===== config.mk =====
export PLATFORM = sky130hd
export DESIGN_NAME = vga_frame_reg_writer
export DESIGN_NICKNAME = d
export VERILOG_FILES = /design/src/rtl/vga_frame_reg_writer.sv
export SDC_FILE = /design/constraint.sdc
export NUM_CORES = 1
export LEC_CHECK = 0
export ABC_AREA = 1
export CAP_MARGIN = 10
export CORE_MARGIN = 2
export CORE_UTILIZATION = 60
export CTS_BUF_LIST = sky130_fd_sc_hd__clkbuf_8
export DETAILED_ROUTE_END_ITERATION = 10
export DONT_BUFFER_PORTS = 1
export HOLD_SLACK_MARGIN = 0.1
export PLACE_DENSITY = 0.73
export REMOVE_ABC_BUFFERS = 1
export SYNTH_ARGS = -nofsm -noshare
export SYNTH_HDL_FRONTEND = slang
export SYNTH_SLANG_ARGS = --single-unit

===== constraint.sdc =====
create_clock -name clk -period 2.45 [get_ports clk]
set_clock_uncertainty 0.05 [all_clocks]
set_input_delay 0 -clock clk [delete_from_list [all_inputs] [get_ports clk]]
set_output_delay 0 -clock clk [all_outputs]
set_load 0.05 [all_outputs]

===== src/rtl/vga_frame_reg_writer.sv =====
// vga_frame_reg_writer
//   Bus initiator for the sprite/score display peripheral. Game logic posts
//   register updates into a shadow bank whenever it likes. On each falling
//   edge of VGA_VS the block replays only the registers that changed since
//   the last frame, so sprite positions never move while a frame is scanned.
//
// Ports
//   clk, reset        system clock, synchronous active-high reset
//   upd_valid/ready   update handshake from game logic
//   upd_addr/data     target shadow register index and its new value
//   VGA_VS            active-low vertical sync from the VGA counters
//   m_chipselect      bus chipselect
//   m_write           bus write strobe
//   m_address         bus register address
//   m_writedata       bus write data, shadow value zero-extended to 32 bits
//   m_waitrequest     responder stall
//   frame_done        one-cycle pulse when a frame's flush ends
//   frame_overrun     sticky flag: a vsync edge arrived while still flushing
module vga_frame_reg_writer #(
  parameter int NUM_REGS = 13,
  parameter int DATA_W   = 10,
  parameter int ADDR_W   = 9
) (
  input  logic              clk,
  input  logic              reset,
  input  logic              upd_valid,
  output logic              upd_ready,
  input  logic [3:0]        upd_addr,
  input  logic [DATA_W-1:0] upd_data,
  input  logic              VGA_VS,
  output logic              m_chipselect,
  output logic              m_write,
  output logic [ADDR_W-1:0] m_address,
  output logic [31:0]       m_writedata,
  input  logic              m_waitrequest,
  output logic              frame_done,
  output logic              frame_overrun
);

  localparam int IDX_W = $clog2(NUM_REGS);
  localparam logic [4:0] NREGS5 = 5'(NUM_REGS);

  typedef enum logic [1:0] {
    S_IDLE,
    S_FLUSH,
    S_DONE
  } state_t;

  state_t              r_state;
  logic [DATA_W-1:0]   r_shadow [NUM_REGS];
  logic [NUM_REGS-1:0] r_dirty;
  logic [NUM_REGS-1:0] r_pend;
  logic                r_vsQ;
  logic                r_overrun;

  logic                w_trig;
  logic                w_accept;
  logic                w_updHit;
  logic [IDX_W-1:0]    w_idx;
  logic [NUM_REGS-1:0] w_idxMask;
  logic [NUM_REGS-1:0] w_setMask;
  logic [NUM_REGS-1:0] w_retireMask;
  logic [NUM_REGS-1:0] w_pendAfter;
  logic                w_retire;

  // Frame trigger is the falling edge of the active-low vsync; holding it low
  // produces only one trigger because r_vsQ follows it down.
  assign w_trig   = r_vsQ & ~VGA_VS;
  assign w_accept = upd_valid & upd_ready;
  assign w_updHit = ({1'b0, upd_addr} < NREGS5);
  assign w_retire = (r_state == S_FLUSH) & ~m_waitrequest;

  // Lowest pending index wins. The loop runs downward so the lowest set bit
  // is the last assignment to stick. r_pend is a snapshot of the dirty bits
  // taken at the trigger, so an update landing in the trigger cycle waits
  // for the next frame instead of joining this flush.
  always_comb begin
    w_idx = '0;
    for (int i = NUM_REGS - 1; i >= 0; i--) begin
      if (r_pend[i]) begin
        w_idx = IDX_W'(i);
      end
    end
  end

  // Per-index masks used to set dirty on an accepted update and to clear
  // both dirty and pending when the current write retires.
  always_comb begin
    w_idxMask    = NUM_REGS'(1) << w_idx;
    w_setMask    = (w_accept && w_updHit) ? (NUM_REGS'(1) << upd_addr) : '0;
    w_retireMask = w_retire ? w_idxMask : '0;
    w_pendAfter  = r_pend & ~w_idxMask;
  end

  // Bus and handshake outputs are pure decodes of registered state, so they
  // stay steady across a stall: nothing they depend on changes while
  // m_waitrequest is high, and the shadow bank cannot change during a flush
  // because upd_ready is low.
  always_comb begin
    upd_ready     = (r_state != S_FLUSH);
    m_chipselect  = (r_state == S_FLUSH);
    m_write       = (r_state == S_FLUSH);
    m_address     = '0;
    m_writedata   = '0;
    frame_done    = (r_state == S_DONE);
    frame_overrun = r_overrun;
    if (r_state == S_FLUSH) begin
      m_address   = ADDR_W'(w_idx);
      m_writedata = 32'(r_shadow[w_idx]);
    end
  end

  // Shadow bank, dirty tracking and the IDLE/FLUSH/DONE sequencer. A reset
  // mid-flush simply drops everything, including pending dirty bits.
  always_ff @(posedge clk) begin
    if (reset) begin
      r_state   <= S_IDLE;
      r_dirty   <= '0;
      r_pend    <= '0;
      r_vsQ     <= 1'b1;
      r_overrun <= 1'b0;
      for (int i = 0; i < NUM_REGS; i++) begin
        r_shadow[i] <= '0;
      end
    end else begin
      r_vsQ   <= VGA_VS;
      r_dirty <= (r_dirty & ~w_retireMask) | w_setMask;
      if (w_accept && w_updHit) begin
        r_shadow[upd_addr] <= upd_data;
      end
      case (r_state)
        S_IDLE: begin
          if (w_trig) begin
            r_pend  <= r_dirty;
            r_state <= (r_dirty != '0) ? S_FLUSH : S_DONE;
          end
        end
        S_FLUSH: begin
          if (w_trig) begin
            r_overrun <= 1'b1;
          end
          if (!m_waitrequest) begin
            r_pend <= w_pendAfter;
            if (w_pendAfter == '0) begin
              r_state <= S_DONE;
            end
          end
        end
        S_DONE: begin
          if (w_trig) begin
            r_overrun <= 1'b1;
          end
          r_state <= S_IDLE;
        end
        default: begin
          r_state <= S_IDLE;
        end
      endcase
    end
  end

endmodule


# After elaboration in Yosys (flattened, before gate mapping)
# Memories as Yosys holds them, arrays and structs flattened.
# Cells that the tools add are included.
[op_classes]
n_lt_le_gt_ge = 1
n_eq_ne = 6
shifts = 2
n_mux = 33
n_bitwise = 10
reduce_logical = 10
[ops]
columns = ["operator", "n"]
rows = [
  ["two-way mux 4 bit", 15],
  ["two-way mux 13 bit", 4],
  ["AND 13 bit", 2],
  ["inverter 13 bit", 2],
  ["case mux 13 bit (2 select lines)", 1],
  ["<< shifter 1 x 4 -> 13 bit (first input constant)", 2],
  ["two-way mux 10 bit", 2],
  ["logical NOT 13 bit", 1],
  ["bitwise OR 13 bit", 1],
  ["nonzero test 13 bit", 1],
  ["OR reduction 10 bit", 1],
  ["two-way mux 2 bit", 4],
  ["two-way mux 1 bit", 6],
  ["AND reduction 3 bit", 2],
  ["< comparator 4 bit (second input constant)", 1],
  ["inequality test 2 x 1 -> 1 bit (second input constant)", 2],
  ["inequality test 2 bit (second input constant)", 2],
  ["case mux 2 bit (2 select lines)", 1],
  ["AND 1 bit", 3],
  ["== test 2 x 1 -> 1 bit (second input constant)", 1],
  ["== test 2 bit (second input constant)", 1],
  ["logical NOT 2 bit", 1],
  ["inverter 1 bit", 2],
  ["AND reduction 2 bit", 1],
  ["3 further kinds", 3],
]
[totals]
regBits = 30
ram_bits = 130
inputBits = 19
elab_cells = 68
memories = 1
[memory_table]
columns = ["memory", "words", "width", "rd", "rd_ports_with_merged_regs", "write_ports", "line_no", "source"]
rows = [
  ["r_shadow", 13, 10, 1, 0, 13, "50", "logic [DATA_W-1:0] r_shadow [NUM_REGS];"],
]

# Depth between registers and ports, before layout
[depth]
depth_word = 20
mapped_depth = 21

# Least setup slack after synthesis
# Ideal clock, no wire load.
[synth_timing]
path_type = "register to output"
start = "reg r_state[1]"
end = "out m_writedata[7]"
arrival_ns = 2.944
required_ns = 2.400
slack_ns = -0.544
path_stages_with_launch = 8
n_path_buf = 1
cell_sequence = "dfxtp_1 > inv_1 > ha_1 > clkbuf_1 > inv_1 > nor2_1 > o2111ai_1 > a21oi_1"
[synth_between]
elab_chain_len = 2
[synth_rtl]
columns = ["element", "line_no", "source"]
rows = [
  ["start: declaration", "49", "state_t r_state;"],
  ["start signal: assignment", "135", "r_state <= (r_dirty != '0) ? S_FLUSH : S_DONE;"],
  ["== test 2 x 1 -> 1 bit", "n/a", ""],
  ["named net m_chipselect", "31", "output logic m_chipselect,"],
  ["two-way mux 10 bit", "107", "if (r_state == S_FLUSH) begin"],
  ["end: declaration", "34", "output logic [31:0] m_writedata,"],
]
# The timed path passes the listed nets, and every way through them passes these cells.

# Worst setup path in the final report
[layout_timing]
start = "reg r_pend[10]"
end = "out m_writedata[0]"
[layout_between]
elab_chain_len = 13
[layout_rtl]
columns = ["element", "line_no", "source"]
rows = [
  ["start: declaration", "52", "logic [NUM_REGS-1:0] r_pend;"],
  ["start signal: assignment", "134", "r_pend <= r_dirty;"],
  ["start signal: assignment", "143", "r_pend <= w_pendAfter;"],
  ["two-way mux 4 bit (11 in series)", "80", "if (r_pend[i]) begin"],
  ["memory read (13 x 10 bit)", "n/a", ""],
  ["two-way mux 10 bit", "107", ""],
]
# Every way passes these cells.

==> PnR_summary.wiki <==
{| class="wikitable"
! Metric !! Value
|-
| Run status || finished with violations
|-
| Violated checks || negative setup slack
|-
| Measured slew at the worst slew-check pin || 0.9529 ns
|-
| Dominant cell type by area after synthesis || sky130_fd_sc_hd__edfxtp_1
|-
| Critical Path Fanout Max || 12
|-
| Rows || 44
|-
| R2R Path End || r_state[0]$_SDFFE_PP0P_
|-
| Yosys warnings || 0
|-
| Netlist area before placement || 8838 um2
|-
| Required time worst endpoint || 2.40 ns
|-
| Register area share after synthesis || 61.16%
|-
| Number of violations reported at the end of detailed-routing iteration 0 || 894
|-
| Clock buffer count from CTS || 17
|-
| Setup slack on the worst flop-to-flop path || 0.07 ns
|-
| Final-layout fill cell count || 990
|-
| Number of vias after detailed routing || 7131
|-
| Post-detailed-routing wire length || 24.41 mm
|-
| CTS Sinks || 190
|-
| Reg area || 5419 um2
|-
| Final standard cell utilization of the core || 73.78%
|-
| Post-route setup slack || -0.3857 ns
|-
| Cell with the most instances after synthesis || sky130_fd_sc_hd__nor2_1
|-
| Antenna violations before repair || 0
|-
| Number of synthesized flops with an enable pin || 160
|-
| Max-slew violation count || 0
|-
| Maximum resistive drop on vdd || 784.6 uV
|-
| Worst Setup End Kind || output port
|-
| Reg-to-reg critical path startpoint || r_pend[11]$_SDFFE_PP0P_
|-
| Final Hold Viols || 0
|-
| Async set-or-reset flop fraction in the synthesized netlist || 0%
|-
| Leak || 4.286 nW
|-
| Via count of the first global-routing pass || 6857
|-
| Placeable core area || 14480 um2
|-
| 1st-pass router iterations || 5
|-
| Area share of the leading cell type in the synthesized netlist || 54.36%
|-
| DRT antenna net count || 0
|-
| Total area of multi-input combinational cells || 3233 um2
|-
| RSZ-0062 raised after global routing || true
|-
| Vias/cell || 5.972
|-
| Total negative slack || -2.901 ns
|-
| Post-synthesis to final-layout area growth || 20.87%
|-
| Worst slew margin relative to its limit || 36.26%
|-
| Post-Place Worst Slack || 0.03418 ns
|-
| Critical Path Source || r_pend[10]$_SDFFE_PP0P_
|-
| Initial Util || 61.04%
|-
| Share of layout cells above drive strength 1 || 23.27%
|-
| Mean area per synthesized cell || 9.920 um2
|-
| Clock slew at the register clock pins of the worst setup and hold paths || 0.10 ns
|-
| Global-route wire length before repair || 36.87 mm
|-
| Count of cells along the worst register-to-register path || 16
|-
| Root buffer cell || sky130_fd_sc_hd__clkbuf_8
|-
| Total Routing Usage GR || 30.91%
|-
| Most used flip-flop cell after synthesis || sky130_fd_sc_hd__edfxtp_1
|-
| Total DRC errors in the routed layout || 0
|-
| Post-detailed-placement half-perimeter wirelength || 14.82 mm
|-
| Tightest Hold Check Type || in -> reg
|-
| Pin count of the biggest net entering global routing || 33
|-
| End point of the critical path || m_writedata[0]
|-
| Final GP Congestion || 0.9096
|-
| Max Freq || 0.3527 GHz
|-
| Critical Path Source Type || flip-flop
|-
| Arrival time reported for the critical path endpoint || 2.79 ns
|-
| Wire length per cell after detailed routing || 20.45 um
|-
| Cells taking the most area after synthesis || sky130_fd_sc_hd__edfxtp_1 (54%), sky130_fd_sc_hd__nor2_1 (9.7%), sky130_fd_sc_hd__dfxtp_1 (6.8%)
|-
| Minimum clock period after layout || 2.836 ns
|-
| # IOs || 65
|-
| CTS max path bufs || 2
|-
| Die extent in y || 125.4 um
|-
| PD cells || 1285 nW/um2
|-
| Post-synth cell types || 43
|-
| Count of endpoints failing setup in the final report || 10
|-
| Number of H-tree levels || 4
|-
| Number of instances in the synthesized netlist || 891
|-
| Clock latency on the worst-skew pair || 0.48 ns
|-
| I/O Buffers || 0
|-
| Min-delay src || VGA_VS
|-
| Post-synthesis sequential element count || 190
|-
| Fin crit share || 115.7%
|-
| Count of antenna diodes in the layout || 0
|-
| CTS tree || done
|-
| Congestion Overflow GR || 0
|-
| Final Net Count || 1020
|-
| Overall die width || 125.4 um
|-
| WS Path Type || reg -> out
|-
| Count of max-cap constraint violations || 0
|-
| Area of the die || 15720 um2
|-
| Leading post-synthesis cells by instance count || sky130_fd_sc_hd__nor2_1 (228), sky130_fd_sc_hd__edfxtp_1 (160), sky130_fd_sc_hd__nand2_1 (103)
|}
-- sequential cells by signal (all words and copies together), names as in the netlist --
name           cells
r_shadow         160
r_vsQ              1
frame_overrun      1
r_pend            13
r_dirty           13
r_state            2
-- layer usage --
metal | track usage [%] | part of all wire (%)
met2 | 52.33 | 50
met5 | 0 | 0
met3 | 5.734 | 10
met1 | 39.14 | 36
met4 | 13.66 | 3.8
-- final cells by class --
class | instances | share of cell area (%)
Sequential cell | 190 | 50.73
Multi-Input combinational cell | 613 | 30.26
Timing Repair Buffer | 110 | 10.28
Inverter | 65 | 2.518
Clock buffer | 17 | 2.190
Tap cell | 184 | 2.155
Clock inverter | 14 | 1.780
Timing Repair inverter | 1 | 0.08199
-- critical path, cell delays in order (launching register included) --
cell and delay [ns]:
sky130_fd_sc_hd__dfxtp_4 0.35, sky130_fd_sc_hd__buf_4 0.14, sky130_fd_sc_hd__nor2_4 0.12, sky130_fd_sc_hd__nor2_2 0.05, sky130_fd_sc_hd__o21bai_2 0.16, sky130_fd_sc_hd__a21oi_4 0.11, sky130_fd_sc_hd__inv_6 0.11, sky130_fd_sc_hd__nor2_8 0.06
sky130_fd_sc_hd__buf_4 0.15, sky130_fd_sc_hd__inv_6 0.13, sky130_fd_sc_hd__o22ai_1 0.09, sky130_fd_sc_hd__inv_1 0.05, sky130_fd_sc_hd__o21ai_0 0.07, sky130_fd_sc_hd__o21ai_1 0.23, sky130_fd_sc_hd__nand3_1 0.17, sky130_fd_sc_hd__nor2_4 0.15
sky130_fd_sc_hd__buf_8 0.15
-- logic make-up after synthesis --
family / synth area share (%)
adders and majority gates: 0.4247
and+or+nand+nor: 19.52
DFF: 61.16
other: 0.04243
buffers and inverters: 8.026
AOI/OAI and AO/OA: 10.83
-- cell usage in the layout (no fill, tap or decap), drive strengths merged, types with 4 or more instances in the layout --
cell / count
a21oi: 26
buf: 86
bufinv: 4
clkbuf: 19
clkinv: 7
clkinvlp: 4
conb: 57
dfxtp: 30
dlygate4sd3: 22
edfxtp: 160
inv: 65
nand2: 115
nand3: 25
nand4: 8
nor2: 235
nor3: 9
nor4: 9
o211ai: 14
o21a: 8
o21ai: 58
o221ai: 7
o22ai: 27
-- repair_timing --
action / CTS / global route
setup buffers: 20 / 15
gates cloned: 4 / 2
hold buffers: 22 / 0
setup endpoints to repair: 10 / 145
gates resized for setup: 69 / 45
hold endpoints to repair: 190 / 0
pin swaps: 13 / 30
-- where the power goes --
part	total, W	switching (W)	leakage, nW	internal (W)
clock network	0.00224	0.00113	0.213	0.00111
registers	0.00382	0.000118	1.89	0.00370
logic	0.00767	0.00473	2.19	0.00295
-- how the worst min path moves through the flow --
stage / cells after the start / to / slack, ns
6_report: 3 / r_vsQ$_SDFF_PP1_ / 0.15
5_1_grt: 3 / r_vsQ$_SDFF_PP1_ / 0.14
4_1_cts: 3 / r_vsQ$_SDFF_PP1_ / 0.14
3_5_place_dp: 1 / r_pend[12]$_SDFFE_PP0P_ / 0.02
3_3_place_gp: 1 / r_pend[12]$_SDFFE_PP0P_ / 0.02
2_1_floorplan: 1 / frame_overrun$_SDFFE_PP0P_ / 0.02
-- through the flow --
stage / hold slack [ns] / instances / total power (W) / instance area [um2]
4_1_cts: 0.1428 / 1177 / 0.01270 / 10320
2_1_floorplan: 0.01907 / 867 / 0.007404 / 8588
3_3_place_gp: 0.02220 / 1100 / 0.009157 / 9214
3_5_place_dp: 0.02406 / 1100 / 0.009247 / 9214
6_report: 0.1519 / 1194 / 0.01373 / 10680
5_1_grt: 0.1449 / 1194 / 0.01425 / 10680
(Power assumes the default switching activity.)
